--- src/rtl/nfc_t_counter_mc.sv ---
// nfc_t_counter_mc -- multi-channel terminal counter for the NFC framing/timing FSMs.
// NUM_CH independent WIDTH-bit counters, each with its own enable, terminal value and
// mode (0 = auto-reload, 1 = one-shot). Each channel gives a one-cycle terminal pulse
// (t_tc) and a one-shot done level (t_done). All outputs come straight from flops.
// Optional build macro TCNT_PRESCALE_EN adds the pre_div port and a shared PRE_W-bit
// prescaler that gates the count tick; without it every cycle is a tick.
module nfc_t_counter_mc #(
   parameter int unsigned WIDTH  = 3,
   parameter int unsigned NUM_CH = 1,
   parameter int unsigned PRE_W  = 4
) (
   input  logic                    clk,
   input  logic                    rst_n,
   input  logic [NUM_CH-1:0]       t_en,
   input  logic [NUM_CH-1:0]       t_mode,
   input  logic [NUM_CH*WIDTH-1:0] tconf_c,
`ifdef TCNT_PRESCALE_EN
   input  logic [PRE_W-1:0]        pre_div,
`endif
   output logic [NUM_CH*WIDTH-1:0] t_cnt,
   output logic [NUM_CH-1:0]       t_tc,
   output logic [NUM_CH-1:0]       t_done
);

   // Shared count strobe for all channels.
   logic tick;

`ifdef TCNT_PRESCALE_EN
   logic [PRE_W-1:0] pre_q, pre_d;

   // Prescaler: strobe when the count reaches (or passes, after a divisor change) pre_div.
   // Using >= keeps a lowered divisor from making the prescaler wrap through 2^PRE_W.
   always_comb begin
      // NOTE: every combinational output gets a default first so no path can infer a latch.
      tick  = (pre_q >= pre_div);
      pre_d = pre_q;
      if (t_en == '0) begin
         pre_d = '0;
      end else if (tick) begin
         pre_d = '0;
      end else begin
         pre_d = pre_q + PRE_W'(1);
      end
   end

   // Prescaler state register.
   always_ff @(posedge clk or negedge rst_n) begin
      // NOTE: sequential state uses non-blocking assignments so all flops update together.
      if (!rst_n) begin
         pre_q <= '0;
      end else begin
         pre_q <= pre_d;
      end
   end
`else
   // No prescaler: every cycle is a tick. PRE_W has no effect in this build; it is folded
   // into a constant-true term only so the parameter is referenced.
   assign tick = 1'b1 | (PRE_W == 0);
`endif

   for (genvar g = 0; g < NUM_CH; g++) begin : g_ch
      logic [WIDTH-1:0] tconf;
      logic [WIDTH-1:0] cnt_q, cnt_d;
      logic             tc_q, tc_d;
      logic             done_q, done_d;

      assign tconf = tconf_c[g*WIDTH +: WIDTH];

      // Next-state for one channel: disable clears, no tick holds, terminal reloads or
      // latches done, otherwise count up. Terminal is an unsigned >= so lowering tconf
      // below the running count terminates on the next tick instead of wrapping.
      always_comb begin
         cnt_d  = cnt_q;
         tc_d   = 1'b0;
         done_d = done_q;
         if (!t_en[g]) begin
            cnt_d  = '0;
            done_d = 1'b0;
         end else if (tick) begin
            if (cnt_q >= tconf) begin
               if (!t_mode[g]) begin
                  // Auto-reload; a done level left from an earlier one-shot run
                  // is kept until the channel is disabled.
                  cnt_d = '0;
                  tc_d  = 1'b1;
               end else if (!done_q) begin
                  tc_d   = 1'b1;
                  done_d = 1'b1;
               end
            end else begin
               cnt_d = cnt_q + WIDTH'(1);
            end
         end
      end

      // Channel state registers; these flops drive the outputs directly.
      always_ff @(posedge clk or negedge rst_n) begin
         // NOTE: only control/state flops exist here, so all of them take the async reset.
         if (!rst_n) begin
            cnt_q  <= '0;
            tc_q   <= 1'b0;
            done_q <= 1'b0;
         end else begin
            cnt_q  <= cnt_d;
            tc_q   <= tc_d;
            done_q <= done_d;
         end
      end

      assign t_cnt[g*WIDTH +: WIDTH] = cnt_q;
      assign t_tc[g]                 = tc_q;
      assign t_done[g]               = done_q;
   end

endmodule

--- config.mk ---
export PLATFORM = sky130hd
export DESIGN_NAME = nfc_t_counter_mc
export DESIGN_NICKNAME = d
export VERILOG_FILES = /design/src/rtl/nfc_t_counter_mc.sv
export SDC_FILE = /design/constraint.sdc
export NUM_CORES = 1
export LEC_CHECK = 0
export ABC_AREA = 1
export CAP_MARGIN = 40
export CORE_AREA = 2 2 39 41
export CTS_BUF_LIST = sky130_fd_sc_hd__clkbuf_4 sky130_fd_sc_hd__clkbuf_8
export DETAILED_ROUTE_END_ITERATION = 12
export DIE_AREA = 0 0 41 43
export PLACE_DENSITY = 0.47
export SLEW_MARGIN = 40
export SYNTH_ARGS = -nofsm -noshare
export SYNTH_HDL_FRONTEND = slang
export SYNTH_SLANG_ARGS = --single-unit
--- constraint.sdc ---
create_clock -name clk -period 1.9 [get_ports clk]
set_clock_uncertainty 0.2 [all_clocks]
set_input_delay 0.57 -clock clk [delete_from_list [all_inputs] [get_ports clk]]
set_output_delay 0.57 -clock clk [all_outputs]
set_load 0.005 [all_outputs]
==> summary.md, run 1 <==
| Metric | Value |
|---|---|
| Adder-Cell Fraction of Synth Area | `15.4%` |
| IO Port Bufs | `11` |
| #FFs+latches synth | `5` |
| Area leader, netlist | `dfrtp_1` |
| Top FF cell, synth | `dfrtp_1` |
| Largest family of logic cells by synthesized area | `simple AND/OR/NAND/NOR gates` |
| Setup CP Type | `primary input to flop` |
| Synth top area share | `38.5%` |
| R2R setup slack | `0.36 ns` |
| Crit path capture type | `flop` |
| Final ANT Viol Nets | `0` |
| Post-synthesis mux area share | `0%` |
| Core area | `1380 um2` |
| Post-Synthesis Cells | `40` |
| Synth Area in XOR/XNOR | `0%` |
| Die area | `1760 um2` |
| Clk_lat worst skew | `0.24 ns` |
| Period utilisation layout | `97.2%` |
| Root Driver | `clkbuf_4` |
| Final Hold Viols | `0` |
| Crit path to | `t_tc$_DFF_PN0_` |
| Hold-fix buffer count after cts | `0` |
| Via Count | `310` |
| Worst Tran Pin Value | `0.235 ns` |
| IO Pins | `12` |
| Ys Warns | `0` |
| Pleak | `0.000325 uW` |
| Status | `finished, final reports clean` |
| Placer Congestion | `0.660` |
| Area Growth Syn to Fin | `66.2%` |
| Min Tclk post-route | `1.85 ns` |
| Peak VDD IR | `0.443 mV` |
| Worst Path Arrival | `1.78 ns` |
| Distinct cells, synth | `10` |
| Floorplan row count | `14` |
| Worst Setup SP | `tconf_c[2]` |
| Die height | `43 um` |
| Finished Layout Cells | `75` |
| Detailed Place HPWL | `534 um` |
| Worst reg2reg startpoint | `t_cnt[0]$_DFFE_PN0P_` |
| Syn Std Cell Area | `325 um2` |
| Layout Nets | `71` |
| Setup tns final | `0 ns` |
| Fmax | `0.542 GHz` |
| Max FO, Critical Path | `5` |
| Grt ovf | `0` |
| Post-Syn Nets | `51` |
| Most common cell in the netlist | `nand2_1` |
| Vias per inst | `4.13` |
| Worst hold path class | `flop to flop` |
| Post-synth top cells | `12 x nand2_1, 7 x inv_1, 5 x dfrtp_1, 4 x ha_1` |
| ANT cells | `0` |
| Max_slew headroom | `84.3%` |
| Largest net degree at the start of global routing | `7` |
| Simple-Gate Fraction of Synth Area | `31.9%` |
| Layout cell share with drive strength beyond 1 | `23.7%` |
| Routed WL per cell | `8.91 um` |
| Initial core utilization | `23.5%` |
| Pwr/cell area | `1060 nW/um2` |
| Clk sinks | `5` |
| RSZ-0062 raised after global routing | `false` |
| Vias in the first global route | `259` |
| Antenna violations before repair | `0` |
| Gr usage total | `8.75%` |
| Clock transition at path regs | `0.04 ns` |
| Setup Viol. Count Final | `0` |
| Setup crit start kind | `primary input` |
| EDFF count, synth | `0` |
| Clk buf depth | `2` |
| # DRC | `0` |
| First-pass iteration count of the detailed router | `4` |
| First-pass GRT wire length | `1030 um` |
| Dpl cells | `70` |
| R2r endpoint | `t_tc$_DFF_PN0_` |
| Cts bufs inserted | `3` |
| Required time of the critical path | `1.83 ns` |
| Filler cell count | `149` |
| Width of the die | `41 um` |
| H-tree lvl count | `1` |
| Hold Crit Start | `t_done$_DFFE_PN0P_` |
| R2R cell count | `8` |
| Wirelength, routed | `668 um` |
| Maxcap violations | `0` |
| Seq/Total Area, Yosys | `38.5%` |
| Final Max Tran Viols | `0` |
| Area contributors post-synth | `dfrtp_1 38%, ha_1 15%, nand2_1 14%, inv_1 8.1%, nand2_2 5.8%` |
| Compound-cell area share of the yosys netlist | `5.00%` |
| Starting DRT DRC Count | `3` |
| TritonCTS clock tree | `done` |
| Final Power | `574 uW` |
| Asr flop ratio synth | `100%` |
| Syn avg cell area | `8.13 um2` |
## worst min path at each step
| stage | slack (ns) | end | cells past startpoint |
|---|---|---|---|
| after global placement | 0.29 | t_done$_DFFE_PN0P_ | 2 |
| after global routing | 0.35 | t_done$_DFFE_PN0P_ | 2 |
| after CTS | 0.32 | t_done$_DFFE_PN0P_ | 2 |
| after floorplan | 0.07 | t_cnt[0]$_DFFE_PN0P_ | 0 |
| after detailed placement | 0.30 | t_done$_DFFE_PN0P_ | 2 |
| final | 0.31 | t_done$_DFFE_PN0P_ | 2 |
## metal layers
metal / vias to the layer above / GRT usage, % / wire length [um]
met5: - / 0 / 0
met4: 0 / 2.00 / 0
met3: 0 / 6.28 / 47
met2: 9 / 11.9 / 330
met1: 137 / 11.0 / 289
li1: 164 / - / -
## where the power goes
part	leakage, uW	total (uW)	internal (uW)	switching [uW]
combinational	0.000240	284	153	131
clock	0.0000184	135	93.5	41.2
sequential	0.0000670	156	139	17.5
total	0.000325	574	385	190
## kinds of logic after synthesis
group	count (synthesis)
DFF	5
AOI/OAI and AO/OA	1
and+or+nand+nor	22
buffers and inverters	8
adders and majority gates	4
## critical path: stages
cell and delay [ns]:
clkdlybuf4s50_1 0.46, inv_1 0.06, ha_4 0.24, nand2_1 0.06, inv_1 0.04, nand2_2 0.11, nand2_4 0.08, and3_1 0.14
## cells in the final DEF (no fill, tap or decap)
cell type and count:
inv_2 1, dfrtp_1 5, nand2_2 2, clkdlybuf4s50_1 8
nand4_1 3, dlymetal6s2s_1 3, clkbuf_4 4, inv_1 7
a21oi_4 1, and3_1 1, buf_4 4, ha_1 3
ha_4 1, nand2_4 1, nand3_1 3, nand2_1 12
## area by class of cell
cell class	instances	area (um2)	share of cell area, %
inverter	8	30.0	5.56
multi-input combinational	27	188	34.7
sequential	5	125	23.1
timing repair buffer	15	148	27.3
clock buffer	4	30.0	5.56
tap	16	20.0	3.70
## registers in the layout, summed over array words and instances, names as in the netlist
name	flops
t_cnt	3
t_done	1
t_tc	1
## timing repair
item                                    CTS  global route
endpoints found under the setup margin    2             7
setup buffers                             1             0
gates resized for setup                   1             4
pin swaps                                 0             4
## per-stage QoR
stage / instance area (um2) / hold WS, ns / setup slack [ns] / util, %
finish: 541 / 0.306 / 0.0537 / 39.1
global route: 541 / 0.350 / 0.00381 / 39.1
global placement: 478 / 0.294 / -0.255 / 34.5
detailed placement: 478 / 0.296 / -0.258 / 34.5
CTS: 528 / 0.318 / 0.0150 / 38.2
floorplan: 325 / 0.0744 / 0.278 / -
Power figures use the tool's default switching activity.
==> run 2: changes to the inputs <==
--- a/config.mk
+++ b/config.mk
@@ -12,7 +12,7 @@
 export DETAILED_ROUTE_END_ITERATION = 12
 export DIE_AREA = 0 0 41 43
 export PLACE_DENSITY = 0.47
-export SLEW_MARGIN = 40
+export SLEW_MARGIN = 20
 export SYNTH_ARGS = -nofsm -noshare
 export SYNTH_HDL_FRONTEND = slang
 export SYNTH_SLANG_ARGS = --single-unit
==> results of run 2 <==
No change in the layout: final DEF, timing and power equal those of run 1.
